## config.mk

```make
export PLATFORM = sky130hd
export DESIGN_NAME = axi_fifo_slave
export DESIGN_NICKNAME = d
export VERILOG_FILES = /design/src/rtl/axi_fifo_slave.sv
export SDC_FILE = /design/constraint.sdc
export NUM_CORES = 1
export LEC_CHECK = 0
export CAP_MARGIN = 40
export CELL_PAD_IN_SITES_DETAIL_PLACEMENT = 0
export CELL_PAD_IN_SITES_GLOBAL_PLACEMENT = 2
export CORE_ASPECT_RATIO = 0.9
export CORE_MARGIN = 1.5
export CORE_UTILIZATION = 40
export CTS_BUF_LIST = sky130_fd_sc_hd__clkbuf_8 sky130_fd_sc_hd__clkbuf_16
export DETAILED_ROUTE_END_ITERATION = 6
export PLACE_DENSITY = 0.86
export SYNTH_ARGS = -nofsm -noshare
export SYNTH_HDL_FRONTEND = slang
export SYNTH_SLANG_ARGS = --single-unit
```

## constraint.sdc

```tcl
create_clock -name s00_axi_aclk -period 5 [get_ports s00_axi_aclk]
set_input_delay 1.5 -clock s00_axi_aclk [delete_from_list [all_inputs] [get_ports s00_axi_aclk]]
set_output_delay 1.5 -clock s00_axi_aclk [all_outputs]
set_load 0.02 [all_outputs]
```

## src/rtl/axi_fifo_slave.sv

```systemverilog
// axi_fifo_slave: AXI4 burst slave exposing a word FIFO at 0x04 and a read-only status word at 0x00.
module axi_fifo_slave #(
    parameter int DATA_WIDTH = 32,
    parameter int ADDR_WIDTH = 6,
    parameter int FIFO_DEPTH = 16
) (
    input  logic                      s00_axi_aclk,
    input  logic                      s00_axi_aresetn,
    input  logic [ADDR_WIDTH-1:0]     s00_axi_awaddr,
    input  logic [7:0]                s00_axi_awlen,
    input  logic [2:0]                s00_axi_awsize,
    input  logic [1:0]                s00_axi_awburst,
    input  logic                      s00_axi_awid,
    input  logic                      s00_axi_awvalid,
    output logic                      s00_axi_awready,
    input  logic [DATA_WIDTH-1:0]     s00_axi_wdata,
    input  logic [DATA_WIDTH/8-1:0]   s00_axi_wstrb,
    input  logic                      s00_axi_wlast,
    input  logic                      s00_axi_wvalid,
    output logic                      s00_axi_wready,
    output logic [1:0]                s00_axi_bresp,
    output logic                      s00_axi_bid,
    output logic                      s00_axi_bvalid,
    input  logic                      s00_axi_bready,
    input  logic [ADDR_WIDTH-1:0]     s00_axi_araddr,
    input  logic [7:0]                s00_axi_arlen,
    input  logic [2:0]                s00_axi_arsize,
    input  logic [1:0]                s00_axi_arburst,
    input  logic                      s00_axi_arvalid,
    output logic                      s00_axi_arready,
    output logic [DATA_WIDTH-1:0]     s00_axi_rdata,
    output logic [1:0]                s00_axi_rresp,
    output logic                      s00_axi_rlast,
    output logic                      s00_axi_rvalid,
    input  logic                      s00_axi_rready
);
    localparam int PW = $clog2(FIFO_DEPTH);
    localparam int CW = PW + 1;
    localparam logic [ADDR_WIDTH-1:0] A_STAT = '0;
    localparam logic [ADDR_WIDTH-1:0] A_FIFO = ADDR_WIDTH'(4);

    typedef enum logic [1:0] {W_IDLE, W_DATA, W_RESP} w_state_t;
    typedef enum logic [1:0] {R_IDLE, R_LOAD, R_DATA} r_state_t;

    logic rst;
    assign rst = s00_axi_aresetn;

    logic unused_ok;
    assign unused_ok = &{1'b0, s00_axi_awsize, s00_axi_awburst, s00_axi_wstrb, s00_axi_arsize, s00_axi_arburst};

    logic [DATA_WIDTH-1:0] mem [FIFO_DEPTH];
    logic [PW-1:0] wr_ptr, rd_ptr;
    logic [CW-1:0] count;
    logic full, empty, push, pop;
    logic [DATA_WIDTH-1:0] status;

    assign full = count == CW'(FIFO_DEPTH);
    assign empty = count == '0;

    always_comb begin
        status = '0;
        status[0] = empty;
        status[1] = full;
        status[15:8] = 8'(count);
    end

    always_ff @(posedge s00_axi_aclk)
        if (push) mem[wr_ptr] <= s00_axi_wdata;

    always_ff @(posedge s00_axi_aclk) begin
        if (rst) begin
            wr_ptr <= '0;
            rd_ptr <= '0;
            count <= '0;
        end else begin
            wr_ptr <= wr_ptr + PW'(push);
            rd_ptr <= rd_ptr + PW'(pop);
            count <= count + CW'(push) - CW'(pop);
        end
    end

    w_state_t w_state, w_next;
    logic [ADDR_WIDTH-1:0] awaddr_q;
    logic [7:0] awlen_q, w_cnt;
    logic awid_q, w_err;
    logic aw_hs, w_beat, w_fifo, w_stat, w_end;

    assign s00_axi_awready = (w_state == W_IDLE) && !rst;
    assign s00_axi_wready = w_state == W_DATA;
    assign s00_axi_bvalid = w_state == W_RESP;
    assign s00_axi_bid = s00_axi_bvalid & awid_q;
    assign s00_axi_bresp = {s00_axi_bvalid & w_err, 1'b0};
    assign aw_hs = s00_axi_awvalid && s00_axi_awready;
    assign w_beat = s00_axi_wready && s00_axi_wvalid;
    assign w_fifo = awaddr_q == A_FIFO;
    assign w_stat = awaddr_q == A_STAT;
    // A full FIFO still takes the word when the reader frees a slot this cycle.
    assign push = w_beat && w_fifo && (!full || pop);
    assign w_end = w_beat && (s00_axi_wlast || w_cnt == awlen_q);

    always_comb begin
        w_next = w_state == W_IDLE ? (aw_hs ? W_DATA : W_IDLE) :
                 w_state == W_DATA ? (w_end ? W_RESP : W_DATA) :
                 (s00_axi_bready ? W_IDLE : W_RESP);
    end

    always_ff @(posedge s00_axi_aclk) begin
        if (rst) begin
            w_state <= W_IDLE;
            awaddr_q <= '0;
            awlen_q <= '0;
            awid_q <= 1'b0;
            w_cnt <= '0;
            w_err <= 1'b0;
        end else begin
            w_state <= w_next;
            if (aw_hs) begin
                awaddr_q <= s00_axi_awaddr;
                awlen_q <= s00_axi_awlen;
                awid_q <= s00_axi_awid;
                w_cnt <= '0;
            end
            if (w_beat) w_cnt <= w_cnt + 8'd1;
            if (w_beat && (w_fifo ? !push : !w_stat)) w_err <= 1'b1;
            if (s00_axi_bvalid && s00_axi_bready) w_err <= 1'b0;
        end
    end

    r_state_t r_state, r_next;
    logic [ADDR_WIDTH-1:0] araddr_q, r_addr;
    logic [7:0] arlen_q, r_cnt;
    logic ar_hs, r_hs, r_load, r_pop_q;
    logic [DATA_WIDTH-1:0] b_data;
    logic [1:0] b_resp;
    logic b_pop;

    assign s00_axi_arready = (r_state == R_IDLE) && !rst;
    assign s00_axi_rvalid = r_state == R_DATA;
    assign s00_axi_rlast = s00_axi_rvalid && r_cnt == arlen_q;
    assign ar_hs = s00_axi_arvalid && s00_axi_arready;
    assign r_hs = s00_axi_rvalid && s00_axi_rready;
    assign r_load = ar_hs || r_state == R_LOAD;
    assign pop = r_hs && r_pop_q;
    assign r_addr = r_state == R_IDLE ? s00_axi_araddr : araddr_q;

    // Each beat is latched once so rdata/rresp stay put while the master stalls,
    // even if the writer pushes into an empty FIFO meanwhile.
    always_comb begin
        b_data = '0;
        b_resp = 2'b10;
        b_pop = 1'b0;
        if (r_addr == A_FIFO && !empty) begin
            b_data = mem[rd_ptr];
            b_resp = 2'b00;
            b_pop = 1'b1;
        end else if (r_addr == A_STAT) begin
            b_data = status;
            b_resp = 2'b00;
        end
    end

    always_comb begin
        r_next = r_state == R_IDLE ? (ar_hs ? R_DATA : R_IDLE) :
                 r_state == R_LOAD ? R_DATA :
                 (s00_axi_rready ? (s00_axi_rlast ? R_IDLE : R_LOAD) : R_DATA);
    end

    always_ff @(posedge s00_axi_aclk) begin
        if (rst) begin
            r_state <= R_IDLE;
            araddr_q <= '0;
            arlen_q <= '0;
            r_cnt <= '0;
            r_pop_q <= 1'b0;
            s00_axi_rdata <= '0;
            s00_axi_rresp <= '0;
        end else begin
            r_state <= r_next;
            if (ar_hs) begin
                araddr_q <= s00_axi_araddr;
                arlen_q <= s00_axi_arlen;
                r_cnt <= '0;
            end
            if (r_load) begin
                s00_axi_rdata <= b_data;
                s00_axi_rresp <= b_resp;
                r_pop_q <= b_pop;
            end
            if (r_hs) r_cnt <= r_cnt + 8'd1;
        end
    end
endmodule

```

==> results.md <==
- Fraction of layout cells with a size suffix above 1: 20.73%
- Period minus WS final: 4131 ps
- Root buf cell: clkbuf_16
- Syn_area_per_cell: 18.03 um2
- First-pass GRT wire length: 77210 um
- DRC viols: 0
- Worst setup path category: in -> out
- WL per Instance: 22.18 um
- PostCTS Resize Cnt: 0
- Setup slack after layout: 869.2 ps
- DRT Wirelength: 50620 um
- Post-synth ARST share: 0%
- Crit path DAT: 2630 ps
- Mapped cell area: 0.02379 mm2
- Setup TNS: 0 ps
- Worst slack, placed: 513.3 ps
- Die footprint: 0.06094 mm2
- Clk buf depth: 3
- Setup Buffers After CTS: 0
- RSZ-0062 raised after global routing: no
- Register area share after synthesis: 72.80%
- Post-layout util: 47.96%
- GP Congestion: 0.7701
- Avg Vias per Cell: 5.358
- CTS clk-pin slew, worst paths: 60 ps
- Global route overflow: 0
- Slew Limit Fails: 0
- Syn Inst Count: 1319
- Most used DFF post-synth: edfxtp_1
- Pwr dens: 370.9 mW/mm2
- Post-synthesis register bit count: 609
- CTS tree: done
- CTS sink cnt: 609
- PortBufs: 109
- Worst vdd ir: 299.4 uV
- Site Rows: 84
- I/O pin cnt: 126
- Worst EP required: 3500 ps
- FMAX: 242.1 MHz
- Tcrit/Tclk final: 82.62%
- Antenna violations before repair: 3
- Clock H-tree levels: 2
- DRC violation total after the first TritonRoute iteration: 994
- Core area: 0.05865 mm2
- Lkg Pwr: 8.700 nW
- Vias: 12226
- Status: finished clean
- Crit end category: output port
- Distinct cells, synth: 66
- CTS Buf Count: 59
- Synth warn: 0
- Skew-Pair Late Insertion Delay: 650 ps
- Critical path fanouts, max: 15
- Post-route ant nets: 0
- Critical path's largest stage delay: 670 ps
- HPWL Detailed: 29320 um
- Worst-Margin Slew: 752.3 ps
- Final-report hold violation count: 0
- Tot GR Track Use: 16.84%
- Initial Utilization: 40.56%
- Max_cap viols: 0
- Skew final: 45.00 ps
- Type of origin of the critical path: primary input
- Filler Cells Inserted: 4816
- Final Setup Violations: 0
- Die H: 234.4 um
- Die Wd: 260.1 um
- Area Growth Syn to Fin: 18.24%
- Slowest-stage cell, CP: clkdlybuf4s50_1
- Slew HR: 49.85%
- CP cell instances: buf_2 > nor3_1 > clkdlybuf4s50_1
- Post-CTS Hold Buffers: 0
- Post-synth EDFFs: 512
- Vias in the first global route: 12627
- Largest net degree at the start of global routing: 54
- Hold Crit Class: reg -> reg
- DR pass1 iterations: 4
- Final #Nets: 1549
-- per-stage QoR --
stage	total power, W	hold WS (ps)	cells	area, um2
floorplan	0.005757	430.4	1320	23800
global route	0.01076	486.5	2280	28120
global placement	0.005906	443.9	2164	26000
CTS	0.01053	454.2	2279	28120
finish	0.01043	452.9	2282	28130
detailed placement	0.005918	445.6	2167	26070
-- report_power, final --
part	internal [W]	total (W)	switching, W
registers	0.00552	0.00554	0.0000223
logic	0.000104	0.000263	0.000159
clock network	0.00265	0.00463	0.00197
total	0.00828	0.0104	0.00216
-- sequential cells by signal, summed over array words and instances (netlist names), 2 cells and up --
signal,cells
mem,512
s00_axi_rdata,32
arlen_q,8
awlen_q,8
r_cnt,8
w_cnt,8
araddr_q,6
awaddr_q,6
count,5
rd_ptr,4
wr_ptr,4
r_state,2
w_state,2
-- metal layers --
metal | wire length [um] | global-route usage [%] | part of all wire [%] | vias up
met5 | 17 | 0 | 0.034 | -
met4 | 781 | 3.920 | 1.5 | 2
met3 | 2839 | 3.167 | 5.6 | 58
met2 | 24410 | 27.78 | 48 | 325
met1 | 22560 | 23.22 | 45 | 6314
li1 | - | - | - | 5527
-- layout make-up --
cell class / instances / area (um2) / area share, %
timing repair buffer: 152 / 1612 / 5.730
multi-input combinational: 620 / 6111 / 21.73
sequential: 609 / 17330 / 61.61
inverter: 12 / 45.04 / 0.1601
clock buffer: 63 / 1531 / 5.445
tap: 774 / 968.4 / 3.443
clock inverter: 49 / 523.0 / 1.859
antenna: 3 / 7.507 / 0.02669
-- final timing paths --
kind	from	end	slack, ps	depth (start not counted)
max reg2reg	r_state[1]	mem[11][12]	1920	7
min reg2reg	awaddr_q[4]	awaddr_q[4]	450	2
min	awaddr_q[4]	awaddr_q[4]	450	2
max	s00_axi_aresetn	s00_axi_awready	870	3
-- cells in the final DEF (no fill, tap or decap), types with 8 or more instances in the layout --
master and count:
mux4_2 119, nand2_1 80, a21oi_1 46, clkdlybuf4s50_1 108, inv_1 19, a211oi_2 10, dfxtp_1 93, nor2_4 13
a211oi_1 19, edfxtp_1 512, buf_12 14, buf_4 27, nor3_1 9, clkbuf_16 59, mux2i_1 45, ha_1 11
bufinv_16 8, xnor2_1 16, nor2_1 33, clkinv_2 15, a221oi_1 8, nand3_1 13, and2_1 10, a31oi_1 9
a22o_1 24, nor2b_1 34, o21ai_0 38
-- worst max-delay path: cells and delay by family --
| kind | cells | cell delay, ps |
|---|---|---|
| AND/OR/NAND/NOR | 1 | 270 |
| buffers and inverters | 2 | 860 |
-- synth_stat cells (all sizes together) (10+ instances only) --
| cell type | n | share of area, % |
|---|---|---|
| nand3 | 14 | 0.32 |
| and2 | 10 | 0.26 |
| nor2 | 46 | 0.73 |
| mux2i | 45 | 1.9 |
| buf | 42 | 1.3 |
| nor3 | 13 | 0.27 |
| a21oi | 46 | 0.97 |
| ha | 11 | 0.58 |
| clkbuf | 37 | 0.58 |
| xnor2 | 16 | 0.59 |
| inv | 12 | 0.19 |
| edfxtp | 512 | 65 |
| a22o | 24 | 0.88 |
| mux4 | 119 | 11 |
| a211oi | 29 | 1.1 |
| o21ai | 40 | 0.84 |
| nand2 | 80 | 1.3 |
| dfxtp | 97 | 8.2 |
| nor2b | 34 | 0.89 |
-- kinds of logic after synthesis --
logic type                 Yosys count  synth area share (%)
DFF                                609                 72.80
and+or+nand+nor                    231                 4.855
AOI/OAI and AO/OA                  181                 5.255
muxes                              171                 13.49
buffers and inverters               91                 2.078
xor gates and xnor gates            23                0.8468
adders and majority gates           12                0.6627
other                                1               0.01576
No activity file was read; power rests on OpenSTA's default activity.
